<file path="src/rtl/alu_wide_pkg.sv">
// Shared types and constants for the 64-bit-on-32-bit ALU sequencer.
package alu_wide_pkg;

    typedef enum logic [2:0] {
        OP_ADD = 3'b000,
        OP_SUB = 3'b001,
        OP_AND = 3'b010,
        OP_ORR = 3'b011,
        OP_EOR = 3'b100,
        OP_RSB = 3'b101,
        OP_ADC = 3'b110,
        OP_SBC = 3'b111
    } wide_op_t;

    typedef enum logic [1:0] {
        ST_IDLE = 2'b00,
        ST_LO   = 2'b01,
        ST_HI   = 2'b10,
        ST_DONE = 2'b11
    } seq_state_t;

    localparam logic [3:0] ALU_ADD = 4'b0000;
    localparam logic [3:0] ALU_SUB = 4'b0001;
    localparam logic [3:0] ALU_AND = 4'b0010;
    localparam logic [3:0] ALU_ORR = 4'b0011;
    localparam logic [3:0] ALU_EOR = 4'b0100;
    localparam logic [3:0] ALU_RSB = 4'b0101;
    localparam logic [3:0] ALU_ADC = 4'b1000;
    localparam logic [3:0] ALU_SBC = 4'b1001;
    localparam logic [3:0] ALU_RSC = 4'b1101;

    localparam int FLAG_N = 3;
    localparam int FLAG_Z = 2;
    localparam int FLAG_C = 1;
    localparam int FLAG_V = 0;

endpackage

</file>
<file path="src/rtl/alu_wide_seq_if.sv">
// Request/response handshake bundle between the wide-op issuer and the sequencer.
interface alu_wide_seq_if #(parameter int XLEN = 32);
    logic                req_valid;
    logic                req_ready;
    logic [2:0]          req_op;
    logic [2*XLEN-1:0]   req_a;
    logic [2*XLEN-1:0]   req_b;
    logic                req_cin;
    logic                resp_valid;
    logic                resp_ready;
    logic [2*XLEN-1:0]   resp_result;
    logic [3:0]          resp_flags;
    logic                busy;

    modport master (
        output req_valid, req_op, req_a, req_b, req_cin, resp_ready,
        input  req_ready, resp_valid, resp_result, resp_flags, busy
    );

    modport slave (
        input  req_valid, req_op, req_a, req_b, req_cin, resp_ready,
        output req_ready, resp_valid, resp_result, resp_flags, busy
    );
endinterface

</file>
<file path="src/rtl/alu_wide_ctrl_map.sv">
// Maps a wide op and word phase onto the 32-bit ALU control code and carry input.
module alu_wide_ctrl_map
    import alu_wide_pkg::*;
(
    input  wide_op_t    i_op,
    input  logic        i_phase_hi,
    input  logic        i_lo_c,
    input  logic        i_cin,
    output logic [3:0]  o_ctrl,
    output logic        o_carry,
    output logic        o_is_logic
);
    always_comb begin
        o_ctrl     = ALU_ADD;
        o_carry    = 1'b0;
        o_is_logic = 1'b0;
        // High word of arithmetic ops always switches to the carry-consuming variant.
        case (i_op)
            OP_ADD: begin o_ctrl = i_phase_hi ? ALU_ADC : ALU_ADD; o_carry = i_phase_hi & i_lo_c; end
            OP_SUB: begin o_ctrl = i_phase_hi ? ALU_SBC : ALU_SUB; o_carry = i_phase_hi & i_lo_c; end
            OP_RSB: begin o_ctrl = i_phase_hi ? ALU_RSC : ALU_RSB; o_carry = i_phase_hi & i_lo_c; end
            OP_ADC: begin o_ctrl = ALU_ADC; o_carry = i_phase_hi ? i_lo_c : i_cin; end
            OP_SBC: begin o_ctrl = ALU_SBC; o_carry = i_phase_hi ? i_lo_c : i_cin; end
            OP_AND: begin o_ctrl = ALU_AND; o_is_logic = 1'b1; end
            OP_ORR: begin o_ctrl = ALU_ORR; o_is_logic = 1'b1; end
            OP_EOR: begin o_ctrl = ALU_EOR; o_is_logic = 1'b1; end
            default: ;
        endcase
    end
endmodule

</file>
<file path="src/rtl/alu_wide_seq.sv">
// Runs one 64-bit op as two passes through an external 32-bit ALU, low word first.
module alu_wide_seq
    import alu_wide_pkg::*;
#(
    parameter int XLEN = 32
) (
    input  logic            clk,
    input  logic            reset,
    alu_wide_seq_if.slave   bus,
    output logic [XLEN-1:0] alu_srca,
    output logic [XLEN-1:0] alu_srcb,
    output logic [3:0]      alu_ctrl,
    output logic            alu_carry,
    input  logic [XLEN-1:0] alu_result,
    input  logic [3:0]      alu_flags
);
    seq_state_t        r_state;
    wide_op_t          r_op;
    logic [2*XLEN-1:0] r_a;
    logic [2*XLEN-1:0] r_b;
    logic              r_cin;
    logic [XLEN-1:0]   r_lo;
    logic              r_lo_zero;
    logic              r_lo_c;
    logic              r_req_ready;
    logic              r_resp_valid;
    logic              r_busy;
    logic [2*XLEN-1:0] r_resp_result;
    logic [3:0]        r_resp_flags;

    logic              w_phase_hi;
    logic              w_active;
    logic [3:0]        w_ctrl;
    logic              w_carry;
    logic              w_is_logic;

    assign w_phase_hi = (r_state == ST_HI);
    assign w_active   = (r_state == ST_LO) || (r_state == ST_HI);

    alu_wide_ctrl_map u_ctrl_map (
        .i_op       (r_op),
        .i_phase_hi (w_phase_hi),
        .i_lo_c     (r_lo_c),
        .i_cin      (r_cin),
        .o_ctrl     (w_ctrl),
        .o_carry    (w_carry),
        .o_is_logic (w_is_logic)
    );

    // ALU is driven only while a word is in flight; otherwise parked at zero.
    assign alu_ctrl  = w_active ? w_ctrl : ALU_ADD;
    assign alu_carry = w_active ? w_carry : 1'b0;
    assign alu_srca  = (r_state == ST_LO) ? r_a[XLEN-1:0] : (w_phase_hi ? r_a[2*XLEN-1:XLEN] : '0);
    assign alu_srcb  = (r_state == ST_LO) ? r_b[XLEN-1:0] : (w_phase_hi ? r_b[2*XLEN-1:XLEN] : '0);

    assign bus.req_ready   = r_req_ready;
    assign bus.resp_valid  = r_resp_valid;
    assign bus.resp_result = r_resp_result;
    assign bus.resp_flags  = r_resp_flags;
    assign bus.busy        = r_busy;

    always_ff @(posedge clk or posedge reset) begin
        if (reset) begin
            r_state       <= ST_IDLE;
            r_op          <= OP_ADD;
            r_a           <= '0;
            r_b           <= '0;
            r_cin         <= 1'b0;
            r_lo          <= '0;
            r_lo_zero     <= 1'b0;
            r_lo_c        <= 1'b0;
            r_req_ready   <= 1'b1;
            r_resp_valid  <= 1'b0;
            r_busy        <= 1'b0;
            r_resp_result <= '0;
            r_resp_flags  <= '0;
        end else begin
            case (r_state)
                ST_IDLE: begin
                    if (bus.req_valid) begin
                        r_op        <= wide_op_t'(bus.req_op);
                        r_a         <= bus.req_a;
                        r_b         <= bus.req_b;
                        r_cin       <= bus.req_cin;
                        r_req_ready <= 1'b0;
                        r_busy      <= 1'b1;
                        r_state     <= ST_LO;
                    end
                end
                ST_LO: begin
                    r_lo      <= alu_result;
                    r_lo_zero <= alu_flags[FLAG_Z];
                    r_lo_c    <= alu_flags[FLAG_C];
                    r_state   <= ST_HI;
                end
                ST_HI: begin
                    // Logic ops have no meaningful carry/overflow, so C and V are cleared.
                    r_resp_result <= {alu_result, r_lo};
                    r_resp_flags  <= {alu_flags[FLAG_N],
                                      r_lo_zero & alu_flags[FLAG_Z],
                                      w_is_logic ? 2'b00 : alu_flags[FLAG_C:FLAG_V]};
                    r_resp_valid  <= 1'b1;
                    r_state       <= ST_DONE;
                end
                ST_DONE: begin
                    if (bus.resp_ready) begin
                        r_resp_valid <= 1'b0;
                        r_req_ready  <= 1'b1;
                        r_busy       <= 1'b0;
                        r_state      <= ST_IDLE;
                    end
                end
                default: r_state <= ST_IDLE;
            endcase
        end
    end
endmodule

</file>
<file path="src/flat_wrapper.sv">
// flat-port wrapper written by rule: the top's interface ports become plain ports
module alu_wide_seq_flat import alu_wide_pkg::*;
#(
    parameter int XLEN = 32
)
  (clk, reset, alu_srca, alu_srcb, alu_ctrl, alu_carry, alu_result, alu_flags, bus_req_valid, bus_req_op, bus_req_a, bus_req_b, bus_req_cin, bus_resp_ready, bus_req_ready, bus_resp_valid, bus_resp_result, bus_resp_flags, bus_busy);
  alu_wide_seq_if #(.XLEN(XLEN)) bus_i ();
  input  logic clk;
  input  logic reset;
  output logic [XLEN-1:0] alu_srca;
  output logic [XLEN-1:0] alu_srcb;
  output logic [3:0] alu_ctrl;
  output logic alu_carry;
  input  logic [XLEN-1:0] alu_result;
  input  logic [3:0] alu_flags;
  input wire logic [$bits(bus_i.req_valid)-1:0] bus_req_valid;
  input wire logic [$bits(bus_i.req_op)-1:0] bus_req_op;
  input wire logic [$bits(bus_i.req_a)-1:0] bus_req_a;
  input wire logic [$bits(bus_i.req_b)-1:0] bus_req_b;
  input wire logic [$bits(bus_i.req_cin)-1:0] bus_req_cin;
  input wire logic [$bits(bus_i.resp_ready)-1:0] bus_resp_ready;
  output wire logic [$bits(bus_i.req_ready)-1:0] bus_req_ready;
  output wire logic [$bits(bus_i.resp_valid)-1:0] bus_resp_valid;
  output wire logic [$bits(bus_i.resp_result)-1:0] bus_resp_result;
  output wire logic [$bits(bus_i.resp_flags)-1:0] bus_resp_flags;
  output wire logic [$bits(bus_i.busy)-1:0] bus_busy;
  assign bus_i.req_valid = bus_req_valid;
  assign bus_i.req_op = bus_req_op;
  assign bus_i.req_a = bus_req_a;
  assign bus_i.req_b = bus_req_b;
  assign bus_i.req_cin = bus_req_cin;
  assign bus_i.resp_ready = bus_resp_ready;
  assign bus_req_ready = bus_i.req_ready;
  assign bus_resp_valid = bus_i.resp_valid;
  assign bus_resp_result = bus_i.resp_result;
  assign bus_resp_flags = bus_i.resp_flags;
  assign bus_busy = bus_i.busy;
  alu_wide_seq #(.XLEN(XLEN)) u_core (.clk(clk), .reset(reset), .bus(bus_i), .alu_srca(alu_srca), .alu_srcb(alu_srcb), .alu_ctrl(alu_ctrl), .alu_carry(alu_carry), .alu_result(alu_result), .alu_flags(alu_flags));
endmodule
</file>
<file path="config.mk">
export PLATFORM = sky130hd
export DESIGN_NAME = alu_wide_seq_flat
export DESIGN_NICKNAME = d
export VERILOG_FILES = /design/src/rtl/alu_wide_pkg.sv /design/src/rtl/alu_wide_seq_if.sv /design/src/rtl/alu_wide_ctrl_map.sv /design/src/rtl/alu_wide_seq.sv /design/src/flat_wrapper.sv
export SDC_FILE = /design/constraint.sdc
export NUM_CORES = 1
export LEC_CHECK = 0
export CORE_ASPECT_RATIO = 0.8
export CORE_MARGIN = 10
export CORE_UTILIZATION = 30
export CTS_CLUSTER_SIZE = 25
export DETAILED_ROUTE_END_ITERATION = 8
export MAX_ROUTING_LAYER = met4
export PLACE_DENSITY = 0.64
export SLEW_MARGIN = 5
export SYNTH_ARGS = -nofsm -noshare
export SYNTH_HDL_FRONTEND = slang
export SYNTH_HIERARCHICAL = 1
export SYNTH_SLANG_ARGS = --single-unit
export TNS_END_PERCENT = 20
</file>
<file path="constraint.sdc">
create_clock -name clk -period 18 [get_ports clk]
set_clock_uncertainty 0.15 [all_clocks]
set_input_delay 1.8 -clock clk [delete_from_list [all_inputs] [get_ports clk]]
set_output_delay 1.8 -clock clk [all_outputs]
set_load 0.02 [all_outputs]
</file>
==> impl_metrics.json <==
{
  "synthesis.nets": 896,
  "ys_seq_area_share_pct": 58.3,
  "async_flop_share_pct": 100,
  "grt_pass1_vias": 7204,
  "hold_buffers": 0,
  "syn-cell-area_sq_mm": 0.0103,
  "fp.dieH_um": 185,
  "clkSlewWorstSetupHoldPaths_ns": 0.06,
  "met2_length_um": 12800,
  "vias": 6676,
  "area.growth.synth_to_final_pct": 42.5,
  "antenna_left": 0,
  "cp.required_ns": 16.05,
  "root_buffer": "clkbuf_16",
  "final_cells": 1469,
  "r2r_slack_ns": 14.78,
  "finalCritPeriodShare_pct": 31.3,
  "crit_type": "reg2out",
  "hp-start": "u_core/r_lo[23]",
  "post-dp-hpwl_um": 19800,
  "hp-class": "reg2reg",
  "tightestPinTransition_ns": 1.04,
  "worstReg2RegEnd": "u_core/r_b[27]",
  "ys_ff_latch": 239,
  "numClockSinks": 239,
  "min_to": "u_core/bus.resp_result[23]",
  "die_w_um": 227,
  "cts_setup_buffers": 0,
  "dr.max_layer_used": "met4",
  "outcome": "finished clean",
  "antenna_found_initial": 0,
  "grt_use_total_pct": 13.5,
  "crit_arrival_ns": 3.68,
  "dp.cells": 1423,
  "slew_headroom_pct": 30.2,
  "gr-total-overflow": 0,
  "num_rows": 60,
  "syn_inst": 717,
  "synth-main-ff-cell": "dfrtp_1",
  "hold_viol": 0,
  "crit_path_max_fanout": 58,
  "cp_common_cell": "buf_4",
  "h-tree-depth": 1,
  "cts_resized": 0,
  "nets": 1197,
  "portBuffers": 311,
  "grt_pass1_wl_um": 43600,
  "slowest_delay_ns": 0.63,
  "yosys_warnings": 6,
  "dr_wl_met3_um": 2640,
  "cts_tree": "done",
  "vdd_drop_max_mv": 0.102,
  "min_period_ns": 5.63,
  "num_io_pins": 312,
  "drt-met1-wl_um": 12300,
  "slowest_stage": "clkdlybuf4s50_1",
  "rsz0062_at_grt": "false",
  "layout_common_cells": "clkdlybuf4s50_1 (311), dfrtp_1 (238), mux2_2 (152)",
  "numCtsBuffers": 27,
  "wl_per_cell_um": 19.3,
  "clk_path_buf_depth": 3,
  "holdPathStages": 1,
  "clk_latency_ns": 0.53,
  "synth.avg_cell_area_sq_um": 14.3,
  "clock.fmax_mhz": 178,
  "crit_chain": "inv_1 -> ha_4 -> buf_4 -> buf_4 -> nand2_1 -> o21ai_0 -> clkdlybuf4s50_1",
  "synth.distinct_cells": 31,
  "power.leakage_nw": 6.25,
  "drc_errors": 0,
  "initial_core_util_pct": 30.4,
  "dr.first_iter.drc_count": 418,
  "core_area_sq_mm": 0.0337,
  "maxCapViolCount": 0,
  "grt_max_degree": 114,
  "final_common_cell": "clkdlybuf4s50_1",
  "antenna_cells": 0,
  "dieArea_sq_mm": 0.0420,
  "firstDrtPassIters": 4,
  "slew_violations": 0,
  "end_kind": "output port",
  "r2r-start": "u_core/r_state[0]",
  "p_per_area_mw_per_mm2": 201,
  "reg2reg_depth": 5,
  "synth_edf_count": 0,
  "finalSetupViolCount": 0,
  "via_per_inst": 4.54,
  "start_kind": "register",
  "worst_hold_slack_ns": 0.346,
  "layout-drive-gt1-share_pct": 27.7,
  "gp_congestion": 0.770,
  "drt-total-wl_um": 28300,
  "fin_setup_tns_ns": 0
}
[how the worst max path moves through the flow]
stage / from / end / slack [ns]
final: u_core/r_state[1] / alu_srcb[14] / 12.37
after global routing: u_core/r_state[0] / alu_srca[23] / 12.04
after CTS: u_core/r_state[0] / alu_srca[25] / 12.21
after detailed placement: u_core/r_state[0] / alu_srca[25] / 12.82
after global placement: u_core/r_state[0] / alu_srca[25] / 12.80
after floorplan: reset / u_core/bus.busy / 9.49
[area by class of cell]
cell class              count  area, sq um
inverters                   8         37.5
well taps                 434          543
flip-flops and latches    239         5980
clock inverters             8         95.1
repair buffers            317         3160
multi-input cells         425         4010
clock buffers              38          797
fillers                  3108        19100
[flip-flops by register name, indices dropped and copies added (netlist names)]
register,flops
u_core/r_b,64
u_core/r_a,64
u_core/r_lo,32
u_core/r_lo_c,1
u_core/r_lo_zero,1
u_core/bus.busy,1
u_core/bus.resp_flags,4
u_core/r_op,3
u_core/bus.resp_result,64
u_core/bus.req_ready,1
u_core/r_cin,1
u_core/bus.resp_valid,1
u_core/r_state,2
[through the flow]
| stage | cell area [sq um] | util, % | power [mW] | setup WS [ns] |
|---|---|---|---|---|
| after global placement | 13700 | 40.7 | 2.40 | 12.80 |
| after global routing | 14600 | 43.4 | 3.13 | 12.04 |
| after floorplan | 10300 | - | 1.84 | 9.49 |
| final | 14600 | 43.4 | 2.94 | 12.37 |
| after CTS | 14600 | 43.4 | 2.99 | 12.21 |
| after detailed placement | 13700 | 40.7 | 2.42 | 12.82 |
[critical path: cells and delay by family, from the launching register on]
family / cells / cell delay, ns
buffers and inverters: 4 / 1.91
DFF: 1 / 0.46
adders and majority gates: 1 / 0.45
and+or+nand+nor: 1 / 0.12
AOI/OAI and AO/OA: 1 / 0.11
[Yosys cell counts (2+ instances only)]
library cell | n | share of area, %
nor2_1 | 4 | 0.15
a21oi_1 | 3 | 0.15
mux2_2 | 152 | 17
a22o_1 | 23 | 2.0
o21ai_0 | 45 | 2.2
a21o_1 | 2 | 0.15
buf_4 | 4 | 0.29
buf_2 | 21 | 1.0
nand3b_1 | 2 | 0.15
dfrtp_1 | 238 | 58
ha_1 | 7 | 0.85
clkbuf_1 | 9 | 0.33
nand2b_1 | 3 | 0.18
mux2i_1 | 3 | 0.29
and2b_1 | 2 | 0.15
and2_1 | 5 | 0.30
a31oi_1 | 2 | 0.12
nand2_1 | 84 | 3.1
buf_6 | 9 | 0.99
buf_1 | 2 | 0.073
mux2_4 | 80 | 12
inv_1 | 8 | 0.29
[cell families after synthesis]
family	synth area share, %
muxes	28.7
buffers and inverters	3.00
adders and majority gates	0.854
AOI/OAI and AO/OA	4.81
DFF	58.3
and+or+nand+nor	4.33
[report_power, final]
group	total, mW	switching, mW	leakage [nW]	internal, mW
logic	1.42	0.648	3.00	0.767
registers	0.975	0.156	2.81	0.819
clock network	0.552	0.218	0.438	0.334
[per-layer routing]
metal / vias up / global-route usage [%]
li1: 3109 / -
met1: 3309 / 17.0
met2: 213 / 20.4
met3: 45 / 5.17
met4: 0 / 2.76
met5: - / -
Note: power is estimated with default switching activity, not from simulation.
